File: config.mk
export PLATFORM = sky130hd
export DESIGN_NAME = pixel_readout
export DESIGN_NICKNAME = d
export VERILOG_FILES = /design/src/rtl/pixel_readout_pkg.sv /design/src/rtl/pixel_readout_fifo.sv /design/src/rtl/pixel_readout.sv
export SDC_FILE = /design/constraint.sdc
export NUM_CORES = 1
export LEC_CHECK = 0
export ABC_AREA = 1
export BUFFER_PORTS_ARGS = -buffer_cell sky130_fd_sc_hd__buf_2
export CORE_MARGIN = 10
export CORE_UTILIZATION = 60
export CTS_CLUSTER_DIAMETER = 80
export DETAILED_ROUTE_END_ITERATION = 8
export PLACE_DENSITY = 0.9
export SLEW_MARGIN = 20
export SYNTH_ARGS = -nofsm -noshare
export SYNTH_HDL_FRONTEND = slang
export SYNTH_SLANG_ARGS = --single-unit
File: constraint.sdc
create_clock -name clk -period 3.5 [get_ports clk]
set_input_delay 0.175 -clock clk [delete_from_list [all_inputs] [get_ports clk]]
set_output_delay 0.175 -clock clk [all_outputs]
set_load 0.01 [all_outputs]
File: src/rtl/pixel_readout_pkg.sv
// pixel_readout_pkg: shared camera constants and readout FSM encoding
package pixel_readout_pkg;
  localparam int CAM_DATA_W = 8;
  localparam int CAM_FIFO_DEPTH = 4;
  typedef enum logic [1:0] {IDLE = 2'b00, ARMED = 2'b01, DRAIN = 2'b11} state_t;
endpackage

File: src/rtl/pixel_readout_fifo.sv
// pixel_fifo: first-word fall-through sample buffer with flush; a push into a full buffer only lands alongside a pop
module pixel_fifo #(
  parameter int W = 9,
  parameter int DEPTH = 4
) (
  input  logic         clk,
  input  logic         reset,
  input  logic         flush,
  input  logic         push,
  input  logic         pop,
  input  logic [W-1:0] wdata,
  output logic [W-1:0] rdata,
  output logic         empty,
  output logic         full
);
  localparam int AW = $clog2(DEPTH);
  logic [W-1:0] mem [DEPTH];
  logic [AW-1:0] wr_ptr, rd_ptr;
  logic [AW:0] count;
  logic do_push, do_pop;
  assign empty = count == '0;
  assign full = count == (AW + 1)'(DEPTH);
  assign do_pop = pop & ~empty;
  assign do_push = push & (~full | do_pop);
  assign rdata = empty ? '0 : mem[rd_ptr];
  always_ff @(posedge clk or negedge reset)
    if (!reset) begin
      wr_ptr <= '0;
      rd_ptr <= '0;
      count <= '0;
    end else if (flush) begin
      wr_ptr <= '0;
      rd_ptr <= '0;
      count <= '0;
    end else begin
      wr_ptr <= wr_ptr + AW'(do_push);
      rd_ptr <= rd_ptr + AW'(do_pop);
      count <= count + (AW + 1)'(do_push) - (AW + 1)'(do_pop);
    end
  always_ff @(posedge clk)
    if (do_push & ~flush) mem[wr_ptr] <= wdata;
endmodule

File: src/rtl/pixel_readout.sv
// pixel_readout: captures row-tagged ADC samples per frame into a FIFO and streams them out with valid/ready
module pixel_readout
  import pixel_readout_pkg::*;
#(
  parameter int DATA_W = CAM_DATA_W,
  parameter int FIFO_DEPTH = CAM_FIFO_DEPTH
) (
  input  logic              clk,
  input  logic              reset,
  input  logic              nre1,
  input  logic              nre2,
  input  logic              adc,
  input  logic              erase,
  input  logic [DATA_W-1:0] adc_data,
  input  logic              pix_ready,
  output logic              pix_valid,
  output logic [DATA_W-1:0] pix_data,
  output logic              pix_row,
  output logic              frame_done,
  output logic              overflow,
  output logic              sample_err,
  output logic [7:0]        frame_cnt
);
  state_t state, state_nxt;
  logic adc_q, erase_q, push_q, seen0, seen1;
  logic [DATA_W:0] push_e, head;
  logic empty, full, strobe, valid_sel, arm, abort, done, pop, accepted;
  assign strobe = adc & ~adc_q;
  assign valid_sel = nre1 ^ nre2;
  assign arm = state == IDLE && erase_q && !erase;
  assign abort = state == ARMED && erase;
  assign done = state == DRAIN && empty && !push_q;
  assign pop = pix_ready & ~empty;
  assign accepted = push_q & (~full | pop);
  assign pix_valid = ~empty;
  assign {pix_row, pix_data} = head;
  always_comb begin
    state_nxt = state;
    case (state)
      IDLE:    if (arm) state_nxt = ARMED;
      ARMED:   if (abort) state_nxt = IDLE; else if (seen0 && seen1) state_nxt = DRAIN;
      DRAIN:   if (done) state_nxt = IDLE;
      default: state_nxt = IDLE;
    endcase
  end
  // the strobe is registered so the push lands one cycle later; an abort cancels it
  always_ff @(posedge clk or negedge reset)
    if (!reset) begin
      state <= IDLE;
      adc_q <= 1'b0;
      erase_q <= 1'b0;
      push_q <= 1'b0;
      push_e <= '0;
      sample_err <= 1'b0;
      seen0 <= 1'b0;
      seen1 <= 1'b0;
      overflow <= 1'b0;
      frame_done <= 1'b0;
      frame_cnt <= '0;
    end else begin
      state <= state_nxt;
      adc_q <= adc;
      erase_q <= erase;
      push_q <= strobe & valid_sel & state == ARMED & ~erase;
      push_e <= {nre1, adc_data};
      sample_err <= strobe & ~valid_sel & state == ARMED;
      seen0 <= state == ARMED & ~erase & (seen0 | (accepted & ~push_e[DATA_W]));
      seen1 <= state == ARMED & ~erase & (seen1 | (accepted & push_e[DATA_W]));
      overflow <= ~arm & (overflow | (push_q & full & ~pop & ~abort));
      frame_done <= done;
      frame_cnt <= frame_cnt + 8'(done);
    end
  pixel_fifo #(.W(DATA_W + 1), .DEPTH(FIFO_DEPTH)) u_fifo (
    .clk(clk),
    .reset(reset),
    .flush(abort),
    .push(push_q),
    .pop(pix_ready),
    .wdata(push_e),
    .rdata(head),
    .empty(empty),
    .full(full)
  );
endmodule

After elaboration in Yosys (flattened, before gate mapping)
Memories as Yosys holds them, arrays and structs flattened. Index checks and enable logic that the tools add are counted. Widths: inputs -> output; s select.

$add $sub $neg: 5. Eq/ne operators: 6. Mux-type cells: 11. Bitwise logic cells: 32. Reductions and logical operators: 11.

Operators with widths (count): $and 1x1->1 (18); $mux 2 (6); $mux 9 (1); $not 1->1 (9); $add 8x1->8 (1); $logic_and 1x1->1 (6); $pmux 2 s3 (1); $add 2x1->2 (2); $ne 2x2->1 const B (2); $or 1x1->1 (4); $add 3x1->3 (1); $eq 3x3->1 const B (1); $logic_not 3->1 (1); $mux 3 (1); $ne 3x2->1 const B (1); $reduce_and 3->1 (1); $sub 3x1->3 (1); $eq 2x1->1 const B (1); $eq 2x2->1 const B (1); $logic_not 1->1 (2); $logic_not 2->1 (1); $mux 1 (2); $xor 1x1->1 (1).

Flip-flop bits (word level): 34. Memory bits (writable): 36. Input port bits: 15. Output and inout port bits: 21. Logic and storage cells: 80. Memories: 1.

Memories: u_fifo.mem (words 4, bits a word 9, read ports 1, clocked after Yosys merged registers in 0, wr ports 1, line pixel_readout_fifo.sv:17) `logic [W-1:0] mem [DEPTH];`.

Logic depth before layout (Yosys ltp)
Gate-level depths: netlist (run 1).

Depth after elaboration: 8. Gate-level depth with buffers: 9. Mapped depth without buffers: 9.

Modules after synthesis
From an unflattened synthesis (run 1), not the netlist that was laid out.

Cells, all modules: 292. Area, all modules: 3022.9 µm².

By module, submodules not included: pixel_fifo (instances 1, cells each 195, area each 1989.4 µm², sequential area each 1256.2 µm²); pixel_readout (instances 1, cells each 97, area each 1033.5 µm², sequential area each 675.6 µm²).

Worst setup path after synthesis (run 1)
OpenSTA, ideal clock, no wires.

Path kind: reg-to-reg. From: reg u_fifo.count[1]. To: reg u_fifo.count[1]. Library setup time: 0.063 ns. Data arrival time: 1.792 ns. Required time: 3.437 ns. Slack: 1.645 ns. Stages on the path, launching flop included: 10. Path buffers: 0. Period minus slack after synthesis: 1.855 ns. Path through: dfrtp_1 -> nor2_4 -> nand2_4 -> nand2_1 -> xnor2_1 -> ha_1 -> inv_1 -> fa_1 -> or2_1 -> inv_1.

Cells in the longest elaborated chain, start to end: 8. Elaborated cells on any way between the ends: 10. Classes of those cells: add/sub (2); eq/ne (1); mux (1); bitwise (5); reduce/logical (1).

Ends and longest elaborated chain: start, declared (line pixel_readout_fifo.sv:19) `logic [AW:0] count;`; start signal, assigned (line pixel_readout_fifo.sv:38) `count <= count + (AW + 1)'(do_push) - (AW + 1)'(do_pop);`; $logic_not 3->1 (*) (line pixel_readout_fifo.sv:21) `assign empty = count == '0;`; $not 1->1 (*); net pix_valid (line pixel_readout.sv:16) `output logic pix_valid,`; $and 1x1->1 (*) (line pixel_readout_fifo.sv:23) `assign do_pop = pop & ~empty;`; $or 1x1->1 (line pixel_readout_fifo.sv:24) `assign do_push = push & (~full | do_pop);`; $and 1x1->1 (line pixel_readout_fifo.sv:24); $add 3x1->3 (line pixel_readout_fifo.sv:38); $sub 3x1->3 (*) (line pixel_readout_fifo.sv:38); $mux 3 (*) (line pixel_readout_fifo.sv:31) `end else if (flush) begin`.

The timed path passes the listed nets; every way through them passes the cells marked *. A chain may end at the register's enable or synchronous reset.

Final worst setup path (run 1)
From: reg u_fifo.rd_ptr[0]. To: out pix_data[2].

Cells in the longest elaborated chain, start to end: 2.

Ends and longest elaborated chain: start, declared (line pixel_readout_fifo.sv:18) `logic [AW-1:0] wr_ptr, rd_ptr;`; start signal, assigned (line pixel_readout_fifo.sv:37) `rd_ptr <= rd_ptr + AW'(do_pop);`; $mem_v2 4x9; $mux 9 (line pixel_readout_fifo.sv:25) `assign rdata = empty ? '0 : mem[rd_ptr];`; end, declared (line pixel_readout.sv:17) `output logic [DATA_W-1:0] pix_data,`.

No other way between the ends.

==> summary.md, run 1 <==
| Metric | Value |
|---|---|
| Initial antenna violation count | 0 |
| Unrepaired setup endpoints after global routing | no |
| Total core area | 0.00444 sq mm |
| Overall die height | 88.4 um |
| Gate count of the mapped netlist | 242 |
| Number of pins with negative max-slew slack in the final report | 0 |
| Maximum number of pins on one net before global-route repair | 35 |
| Fraction of power consumed by the clock network | 28.3% |
| Status | completed |
| Shortest period the worst path allows | 2.15 ns |
| Post-synth EDFFs | 36 |
| Sequential element share of the synthesized area | 68.9% |
| Area fraction of the dominant cell type after synthesis | 38.5% |
| Total number of vias | 1901 |
| Routed vias/inst | 5.32 |
| Setup bufs post-CTS | 0 |
| Relative contribution of sequential cells to total power | 42.9% |
| Worst-Skew Late Latency | 0.34 ns |
| VDD IR-drop max | 0.396 mV |
| Width of the die | 88.4 um |
| Register bit count reported by yosys | 70 |
| Number of max-cap violations | 0 |
| Top-count cell post-synth | sky130_fd_sc_hd__nor2_1 |
| Routed len/inst | 15.6 um |
| Area contributors post-synth | sky130_fd_sc_hd__edfxtp_1, sky130_fd_sc_hd__dfrtp_1, sky130_fd_sc_hd__nor2_1, sky130_fd_sc_hd__o21ai_1, sky130_fd_sc_hd__nand2_1 |
| Total internal power | 1.63 mW |
| Post-Syn Area | 0.00281 sq mm |
| Highest net fanout along the worst path | 21 |
| Starting Density | 63.1% |
| P_leak | 1.50 nW |
| First-pass GRT wire length | 9260 um |
| WP data arrival | 1.98 ns |
| Library cell used as clock root buffer | sky130_fd_sc_hd__clkbuf_8 |
| Portion of total power attributed to combinational logic | 28.8% |
| Share of layout cells above drive strength 1 | 22.3% |
| HPWL Detailed | 3670 um |
| Ys flop type | sky130_fd_sc_hd__edfxtp_1 |
| Post-layout net count | 320 |
| Total inserted antenna cells | 0 |
| Switching fraction of total power | 34.3% |
| Total nets after synthesis | 262 |
| Mean area per synthesized cell | 11.6 sq um |
| Remaining max-slew budget at the tightest pin | 50.2% |
| Setup skew after layout | 0.00578 ns |
| Filler-free cell count of the finished design | 357 |
| Clock net sink count | 70 |
| Overall global routing resource usage | 15.7% |
| Synth warnings | 0 |
| TritonCTS clock tree | done |
| Measured slew at the worst slew-check pin | 0.747 ns |
| Most common library cells after synthesis | sky130_fd_sc_hd__nor2_1, sky130_fd_sc_hd__edfxtp_1, sky130_fd_sc_hd__dfrtp_1 |
| Final count of negative-setup-slack endpoints | 0 |
| Worst hold margin | 0.145 ns |
| Number of top-level pins | 36 |
| Number of rows created at floorplan | 24 |
| P per Cell Area | 729 mW/mm^2 |
| Sequence of cells on the critical path | inv_2 -> o21ai_1 -> a21oi_1 -> buf_2 |
| Number of buffers created by CTS | 9 |
| Clk buf depth | 2 |
| Synthesis-to-layout area growth | 21.2% |
| Critical Path Max Stage Delay | 0.81 ns |
| Via count of the first global-routing pass | 1995 |
| H-tree levels | 3 |
| Final routed DRC violation total | 0 |
| Share of flip-flops with an asynchronous set or reset after synthesis | 48.6% |
| RePlAce Congestion | 0.843 |
| Data required, critical path | 3.32 ns |
| Critical setup path kind | register to output pin |
| Detailed router's first-iteration violation count | 160 |
| Placed cells | 329 |
| Distinct cells, synth | 27 |
| Crit path launch type | register |
| Area leader, netlist | sky130_fd_sc_hd__edfxtp_1 |
| Antenna-violating nets left | 0 |
| Cell family with the largest share of critical-path delay | flip-flops |
| Final clock period utilization by the worst path | 61.5% |
| HP Class | input pin to register |
| First-pass DRT Iterations | 5 |
| Drt total wl | 5570 um |
| Clock slew at reported path FFs | 0.07 ns |
| Switching component of the power | 0.849 mW |
| Summed negative setup slack over all endpoints | 0 ns |
| Endpoint type of the worst setup path | output pin |
| Final hold violation count | 0 |
| Cell with the biggest individual delay on the critical path | sky130_fd_sc_hd__dfrtp_1 |
| Die footprint | 0.00781 sq mm |
| Highest Clock Rate | 0.465 GHz |
| Number of gates resized after CTS | 0 |
| Total congestion overflow after global routing | 0 |
| Worst Path Buf+Inv | 2 |
| Number of buffers inserted by port buffering | 35 |
## tightest hold or removal path: cells and delay by family
| kind | cells | cell delay [ns] |
|---|---|---|
| and+or+nand+nor | 2 | 0.11 |
| buffers and inverters | 1 | 0.08 |
| xor gates and xnor gates | 1 | 0.08 |
## placed cells by master (no fill, tap or decap), drive strengths merged, types with 2 or more instances in the layout
| cell type | netlist | routed |
|---|---|---|
| ha | 4 | 4 |
| edfxtp | 36 | 36 |
| nand3 | 9 | 9 |
| nor2 | 57 | 57 |
| clkinv | 0 | 2 |
| xor2 | 6 | 6 |
| a21oi | 13 | 13 |
| o21ai | 19 | 19 |
| xnor2 | 5 | 5 |
| dfrtp | 34 | 34 |
| nand2 | 21 | 21 |
| nor3 | 5 | 5 |
| clkbuf | 1 | 12 |
| buf | 3 | 39 |
| dlygate4sd3 | 0 | 12 |
| inv | 22 | 22 |
## per-layer routing
layer | routed length [um] | GRT usage [%] | part of all wire, % | up-vias
met5 | 0 | 0 | 0 | -
met4 | 103 | 8.08 | 1.8 | 0
met3 | 408 | 5.33 | 7.3 | 9
met2 | 2780 | 26.6 | 50 | 78
met1 | 2270 | 17.3 | 41 | 895
li1 | - | - | - | 919
## power by group through the flow
stage | combinational [mW] | clock (mW) | sequential, mW
5_1_grt | 0.816 | 0.741 | 1.08
3_3_place_gp | 0.677 | 0 | 1.07
2_1_floorplan | 0.526 | 0 | 1.02
4_1_cts | 0.723 | 0.717 | 1.06
3_5_place_dp | 0.708 | 0 | 1.08
6_report | 0.715 | 0.700 | 1.06
## area by class of cell
class / instances / area, sq um
clock buffer: 12 / 176
clock inverter: 4 / 51.3
fill: 281 / 1040
inverter: 22 / 82.6
multi-input combinational: 146 / 767
sequential: 70 / 1930
tap: 52 / 65.1
timing repair buffer: 51 / 325
## cell families (layout without fill, tap and decap cells)
family | after synthesis | in the layout | share of synthesized area, %
AOI/OAI and AO/OA | 35 | 35 | 6.60
xor gates and xnor gates | 11 | 11 | 3.43
adders and majority gates | 5 | 5 | 2.50
buffers and inverters | 26 | 89 | 3.79
DFF | 70 | 70 | 68.9
and+or+nand+nor | 95 | 95 | 14.8
## registers in the layout (all words and copies together), names as in the netlist, 2 cells and up
register and cells:
push_e 9, u_fifo.wr_ptr 2, u_fifo.count 3, u_fifo.rd_ptr 2
frame_cnt 8, u_fifo.mem 36, state 2
## metrics by stage
step	util, %	setup WS [ns]	power, mW	area (sq um)
6_report	76.5	1.35	2.48	3400
2_1_floorplan	-	1.64	1.55	2810
4_1_cts	76.5	1.35	2.50	3400
3_5_place_dp	68.7	1.52	1.78	3050
5_1_grt	76.5	1.24	2.63	3400
3_3_place_gp	68.7	1.59	1.74	3050
## final timing paths
path                             startpoint         endpoint  slack [ns]  depth (start not counted)
min reg2reg                    frame_cnt[7]     frame_cnt[7]        0.46                          1
max in group asynchronous             reset        push_e[1]        2.57                          2
min                                    nre2           push_q        0.14                          4
min in group asynchronous             reset  u_fifo.count[1]        0.45                          2
max                        u_fifo.rd_ptr[0]      pix_data[2]        1.35                          4
max reg2reg                 u_fifo.count[1]  u_fifo.count[1]        1.47                          9
## what timing repair did
action | 4_1_cts | 5_1_grt
endpoints found under the hold margin | 45 | 0
hold buffers | 12 | 0
setup endpoints to repair | 0 | 0
Note: power is estimated with default switching activity, not from simulation.
==> run 2: changes to the inputs <==
ABC_AREA = 0   (was 1)
CORE_UTILIZATION = 56   (was 60)
PLACE_DENSITY = 0.86   (was 0.9)
clock period = 2 ns   (was 3.5 ns; I/O delays follow)
==> summary.md, run 2 <==
| Metric | Value |
|---|---|
| Status | completed |
| Critical Path Max Stage Delay | 0.46 ns |
| HPWL Detailed | 3270 um |
| Top-count cell post-synth | sky130_fd_sc_hd__edfxtp_1 |
| Distinct cells, synth | 36 |
| Library cell used as clock root buffer | sky130_fd_sc_hd__clkbuf_8 |
| Cell seen most often among critical-path stages | sky130_fd_sc_hd__inv_1 |
| Total congestion overflow after global routing | 0 |
| Final count of negative-setup-slack endpoints | 0 |
| Number of max-cap violations | 0 |
| Number of pins with negative max-slew slack in the final report | 0 |
| Critical setup path kind | register to register |
| First-pass GRT wire length | 8270 um |
| Via count of the first global-routing pass | 1710 |
| Register with the highest flop count | u_fifo.mem |
| Maximum number of pins on one net before global-route repair | 35 |
| Shortest period the worst path allows | 1.89 ns |
| Number of buffers inserted by port buffering | 35 |
| Summed negative setup slack over all endpoints | 0 ns |
| HP Class | input pin to register |
| Share of layout cells above drive strength 1 | 34.3% |
| Most common library cells after synthesis | sky130_fd_sc_hd__edfxtp_1, sky130_fd_sc_hd__dfrtp_1, sky130_fd_sc_hd__and2_1, sky130_fd_sc_hd__nor2_1, sky130_fd_sc_hd__mux4_2 |
| Mean area per synthesized cell | 16.8 sq um |
| Initial antenna violation count | 0 |
| Most common cell after layout, fill and taps aside | sky130_fd_sc_hd__edfxtp_1 |
| Post-route cell area | 0.00339 sq mm |
| Clock slew at reported path FFs | 0.06 ns |
| Total number of vias | 1555 |
| Remaining max-slew budget at the tightest pin | 49.2% |
| Commonest cells after routing, fill and taps aside | sky130_fd_sc_hd__edfxtp_1, sky130_fd_sc_hd__buf_2, sky130_fd_sc_hd__dfrtp_1 |
| Max FFs per register | 36 |
| Synth warnings | 0 |
| WP data arrival | 2.11 ns |
| Post-layout net count | 248 |
| Synthesis-to-layout area growth | 24.9% |
| Setup skew after layout | 0.00871 ns |
| Register bit count reported by yosys | 70 |
| Sequence of cells on the critical path | nor4b_2 -> nand2b_1 -> inv_1 -> ha_1 -> inv_1 -> fa_1 -> xor2_1 -> and2_1 -> nor3_2 |
| Clock net sink count | 70 |
| Share of flip-flops with an asynchronous set or reset after synthesis | 48.6% |
| Number of buffers created by CTS | 9 |
| Drt total wl | 4970 um |
| Detailed router's first-iteration violation count | 100 |
| Overall die height | 89.6 um |
| Final routed DRC violation total | 0 |
| Data required, critical path | 2.22 ns |
| Routed vias/inst | 5.18 |
| RePlAce Congestion | 0.725 |
| P_leak | 1.40 nW |
| Area contributors post-synth | sky130_fd_sc_hd__edfxtp_1, sky130_fd_sc_hd__dfrtp_1, sky130_fd_sc_hd__mux4_2, sky130_fd_sc_hd__and2_1, sky130_fd_sc_hd__xor2_1 |
| Total nets after synthesis | 182 |
| Total inserted antenna cells | 0 |
| Number of top-level pins | 36 |
| Measured slew at the worst slew-check pin | 0.762 ns |
| P per Cell Area | 1090 mW/mm^2 |
| Worst-Skew Late Latency | 0.34 ns |
| Post-Syn Area | 0.00271 sq mm |
| Final hold violation count | 0 |
| Ys flop type | sky130_fd_sc_hd__edfxtp_1 |
| Endpoint type of the worst setup path | register |
| Placed Area | 0.00303 sq mm |
| Routed len/inst | 16.6 um |
| Antenna-violating nets left | 0 |
| Width of the die | 89.6 um |
| Biggest registers after layout | u_fifo.mem: 36 flops, push_e: 9 flops, frame_cnt: 8 flops |
| Layout filler cell count | 313 |
| Highest Clock Rate | 0.529 GHz |
| Crit path launch type | register |
| Post-synth EDFFs | 36 |
| H-tree levels | 3 |
| VDD IR-drop max | 0.608 mV |
| Area fraction of the dominant cell type after synthesis | 39.8% |
| Starting Density | 57.5% |
| Number of rows created at floorplan | 25 |
| Sequential element share of the synthesized area | 71.2% |
| Die footprint | 0.00803 sq mm |
| Cell with the biggest individual delay on the critical path | sky130_fd_sc_hd__dfrtp_2 |
| Total core area | 0.00472 sq mm |
| Gate count of the mapped netlist | 162 |
| Final clock period utilization by the worst path | 94.6% |
| Clk buf depth | 2 |
| Highest net fanout along the worst path | 7 |
| Overall global routing resource usage | 14.1% |
| First-pass DRT Iterations | 4 |
| Area leader, netlist | sky130_fd_sc_hd__edfxtp_1 |
| TritonCTS clock tree | done |
==> run 2: path summary, 6_finish.rpt <==
path / from / to / slack [ns] / cells after the start
worst min register to register: frame_cnt[7] / frame_cnt[7] / 0.48 / 1
max in group asynchronous: reset / u_fifo.count[0] / 1.10 / 2
worst max-delay path: u_fifo.count[1] / u_fifo.count[2] / 0.11 / 9
worst min-delay path: nre2 / sample_err / 0.17 / 3
min in group asynchronous: reset / u_fifo.rd_ptr[0] / 0.35 / 2
worst max register to register: u_fifo.count[1] / u_fifo.count[2] / 0.11 / 9
==> run 2: cells by family after synthesis <==
logic type	Yosys count	synth area share [%]
xor+xnor	11	3.55
simple gates	50	10.8
fa+ha+maj	5	2.58
buf+inv	7	1.61
flops	70	71.2
compound gates	9	2.26
mux	10	7.98
==> run 2: worst max-delay path, delay by kind of cell (launching register included) <==
| family | cells | cell delay (ns) |
|---|---|---|
| simple gates | 4 | 0.64 |
| buf+inv | 2 | 0.12 |
| flops | 1 | 0.46 |
| xor+xnor | 1 | 0.18 |
| fa+ha+maj | 2 | 0.36 |
==> run 2: layer usage <==
| metal | vias up | wire [um] | track usage (%) | part of all wire (%) |
|---|---|---|---|---|
| met5 | - | 0 | 0 | 0 |
| met4 | 0 | 104 | 6.94 | 2.1 |
| met3 | 11 | 292 | 5.42 | 5.9 |
| met2 | 45 | 2450 | 22.6 | 49 |
| met1 | 774 | 2130 | 16.3 | 43 |
| li1 | 725 | - | - | - |
==> run 2: stage by stage <==
step           setup slack [ns]  std cells  hold slack [ns]  utilization (%)  power, mW
2_1_floorplan            -0.305        162           -0.196                -       2.24
3_3_place_gp              0.129        270            0.204             64.1       2.49
3_5_place_dp             0.0168        270            0.209             64.1       2.52
4_1_cts                  0.0249        298            0.146             71.0       3.67
5_1_grt                -0.00334        300            0.173             71.7       3.90
6_report                  0.109        300            0.171             71.7       3.68
==> run 2: power by group <==
part / switching, mW / internal (mW)
registers: 0.106 / 1.59
clock network: 0.497 / 0.643
logic: 0.387 / 0.464
total: 0.990 / 2.69
==> run 2: layout make-up <==
class	count	area, sq um	area share [%]
clock inverters	3	42.5	1.26
multi-input cells	85	772	22.8
clock buffers	13	159	4.69
repair buffers	59	385	11.4
inverters	3	11.3	0.332
flip-flops and latches	70	1930	57.1
well taps	67	83.8	2.47
==> run 2: repair_timing <==
action                                  CTS  global route
buffers inserted                          0             2
endpoints found under the setup margin    1             4
hold buffers                             12             0
hold endpoints to repair                 45             0
gates resized for setup                   1             5
pin swaps                                 1             1
==> run 3: changes to the inputs <==
PLACE_DENSITY = 0.76   (was 0.86)
==> summary.md, run 3 (synthesis gave the netlist of run 2 again) <==
| Metric | Value |
|---|---|
| P_leak | 1.42 nW |
| WP data arrival | 2.24 ns |
| Final routed DRC violation total | 0 |
| First-pass GRT wire length | 8400 um |
| Pre-CTS setup slack | -0.0282 ns |
| Worst-Skew Late Latency | 0.34 ns |
| Detailed router's first-iteration violation count | 101 |
| Via count of the first global-routing pass | 1654 |
| Total congestion overflow after global routing | 0 |
| End point of the worst hold path | sample_err |
| Data required, critical path | 2.26 ns |
| Layout filler cell count | 309 |
| Hold path depth | 3 |
| Final count of negative-setup-slack endpoints | 0 |
| Remaining max-slew budget at the tightest pin | 48.2% |
| Biggest registers after layout | u_fifo.mem: 36 flops, push_e: 9 flops, frame_cnt: 8 flops |
| Fin worst setup slack | 0.0202 ns |
| Die footprint | 0.00803 sq mm |
| Library cell used as clock root buffer | sky130_fd_sc_hd__clkbuf_8 |
| Routed wl met2 | 2720 um |
| Highest Clock Rate | 0.505 GHz |
| HPWL Detailed | 3350 um |
| Total core area | 0.00472 sq mm |
| TritonCTS clock tree | done |
| Register with the highest flop count | u_fifo.mem |
| Commonest cells after routing, fill and taps aside | sky130_fd_sc_hd__edfxtp_1, sky130_fd_sc_hd__buf_2, sky130_fd_sc_hd__dfrtp_1 |
| Final clock period utilization by the worst path | 99.0% |
| Clk buf depth | 2 |
| Starting Density | 57.5% |
| Overall global routing resource usage | 14.4% |
| Endpoint type of the worst setup path | register |
| RePlAce Congestion | 0.763 |
| Number of rows created at floorplan | 25 |
| Shortest period the worst path allows | 1.98 ns |
| FF-to-FF End | u_fifo.count[2] |
| Post-layout net count | 247 |
| Cell with the biggest individual delay on the critical path | sky130_fd_sc_hd__dfrtp_2 |
| Critical Path Max Stage Delay | 0.45 ns |
| First-pass DRT Iterations | 6 |
| Synthesis-to-layout area growth | 27.8% |
| Critical setup path kind | register to register |
| Number of buffers created by CTS | 9 |
| Routed met3 length | 288 um |
| Total number of vias | 1541 |
| HP Class | input pin to register |
| Worst Path Buf+Inv | 1 |
| Final Core Density | 73.4% |
| Total inserted antenna cells | 0 |
| Sequence of cells on the critical path | o31ai_2 -> mux2i_1 -> ha_4 -> inv_2 -> fa_2 -> xor2_2 -> and2_4 -> nor3_2 |
| Number of buffers inserted by port buffering | 35 |
| Number of max-cap violations | 0 |
| Drt total wl | 5290 um |
| R2R cell count | 8 |
| Cell family with the largest share of critical-path delay | adder cells |
| Share of layout cells above drive strength 1 | 37.9% |
| Final hold violation count | 0 |
| H-tree levels | 3 |
| Highest net fanout along the worst path | 7 |
| Clock slew at reported path FFs | 0.07 ns |
| Crit path launch type | register |
| Antenna-violating nets left | 0 |
| Routed vias/inst | 5.15 |
| Maximum number of pins on one net before global-route repair | 35 |
| Min-Delay Startpoint | nre2 |
| Most common cell after layout, fill and taps aside | sky130_fd_sc_hd__edfxtp_1 |
| Routed len/inst | 17.7 um |
| Max FFs per register | 36 |
| Met1 Wirelength | 2200 um |
| Overall die height | 89.6 um |
| Measured slew at the worst slew-check pin | 0.777 ns |
| Status | completed |
| Worst reg2reg startpoint | u_fifo.count[1] |
| Initial antenna violation count | 0 |
| Clock net sink count | 70 |
| VDD IR-drop max | 0.706 mV |
| Width of the die | 89.6 um |
| Number of top-level pins | 36 |
| Setup skew after layout | 0.00696 ns |
| P per Cell Area | 1150 mW/mm^2 |
| Flop2flop setup slack | 0.02 ns |
| Top Layer Used | met4 |
| Number of pins with negative max-slew slack in the final report | 0 |
## run 3: changes by cell type in the layout (fill, tap and decap cells not counted), sizes merged
cell	previous run	this run
buf	47	46
bufinv	1	3
clkbuf	13	10
clkinvlp	1	2
## run 3: power by group
group	internal, mW	switching [mW]
Sequential	1.59	0.129
Clock	0.858	0.518
Combinational	0.495	0.401
## run 3: per-layer routing
layer | up-vias | GRT usage [%]
li1 | 723 | -
met5 | - | 0
met2 | 38 | 23.2
met1 | 771 | 17.2
met4 | 0 | 7.37
met3 | 9 | 4.51
## run 3: worst reg2reg max path: stages, from the launching register on
cell and delay, ns:
sky130_fd_sc_hd__dfrtp_2 0.45, sky130_fd_sc_hd__o31ai_2 0.13, sky130_fd_sc_hd__mux2i_1 0.22, sky130_fd_sc_hd__ha_4 0.17, sky130_fd_sc_hd__inv_2 0.04, sky130_fd_sc_hd__fa_2 0.39, sky130_fd_sc_hd__xor2_2 0.19, sky130_fd_sc_hd__and2_4 0.17
sky130_fd_sc_hd__nor3_2 0.15
## run 3: worst max-delay path by stage
| stage | from | end | slack, ns | cells after the start |
|---|---|---|---|---|
| after floorplan | state[0] | u_fifo.mem[1][0] | -0.30 | 4 |
| after detailed placement | u_fifo.count[1] | frame_cnt[7] | -0.03 | 6 |
| after global placement | u_fifo.count[1] | u_fifo.count[2] | 0.13 | 8 |
| after CTS | u_fifo.count[1] | frame_cnt[7] | 0.02 | 6 |
| final | u_fifo.count[1] | u_fifo.count[2] | 0.02 | 8 |
| after global routing | u_fifo.count[1] | u_fifo.count[2] | -0.1 | 8 |
## run 3: layout make-up
type / count / area [sq um] / share of cell area (%)
Tap cell: 67 / 83.8 / 2.42
Clock buffer: 10 / 138 / 3.97
Timing Repair Buffer: 58 / 382 / 11.0
Inverter: 3 / 11.3 / 0.325
Sequential cell: 70 / 1930 / 55.8
Multi-Input combinational cell: 85 / 810 / 23.3
Clock inverter: 6 / 109 / 3.14
## run 3: metrics by stage
step	hold WS, ns	setup TNS (ns)	total power [mW]	area (sq um)	std cells
floorplan	-0.196	-7.18	2.24	2710	162
global placement	0.205	0	2.48	3010	268
detailed placement	0.209	-0.0282	2.51	3010	268
CTS	0.141	0	3.90	3390	296
global route	0.169	-0.119	4.18	3470	299
finish	0.146	0	3.99	3470	299
## run 3: timing repair
action / 4_1_cts / 5_1_grt
endpoints found under the hold margin: 45 / 0
endpoints found under the setup margin: 1 / 7
pin swaps: 0 / 7
gates resized for setup: 2 / 14
hold buffers: 12 / 0
buffers inserted: 0 / 3
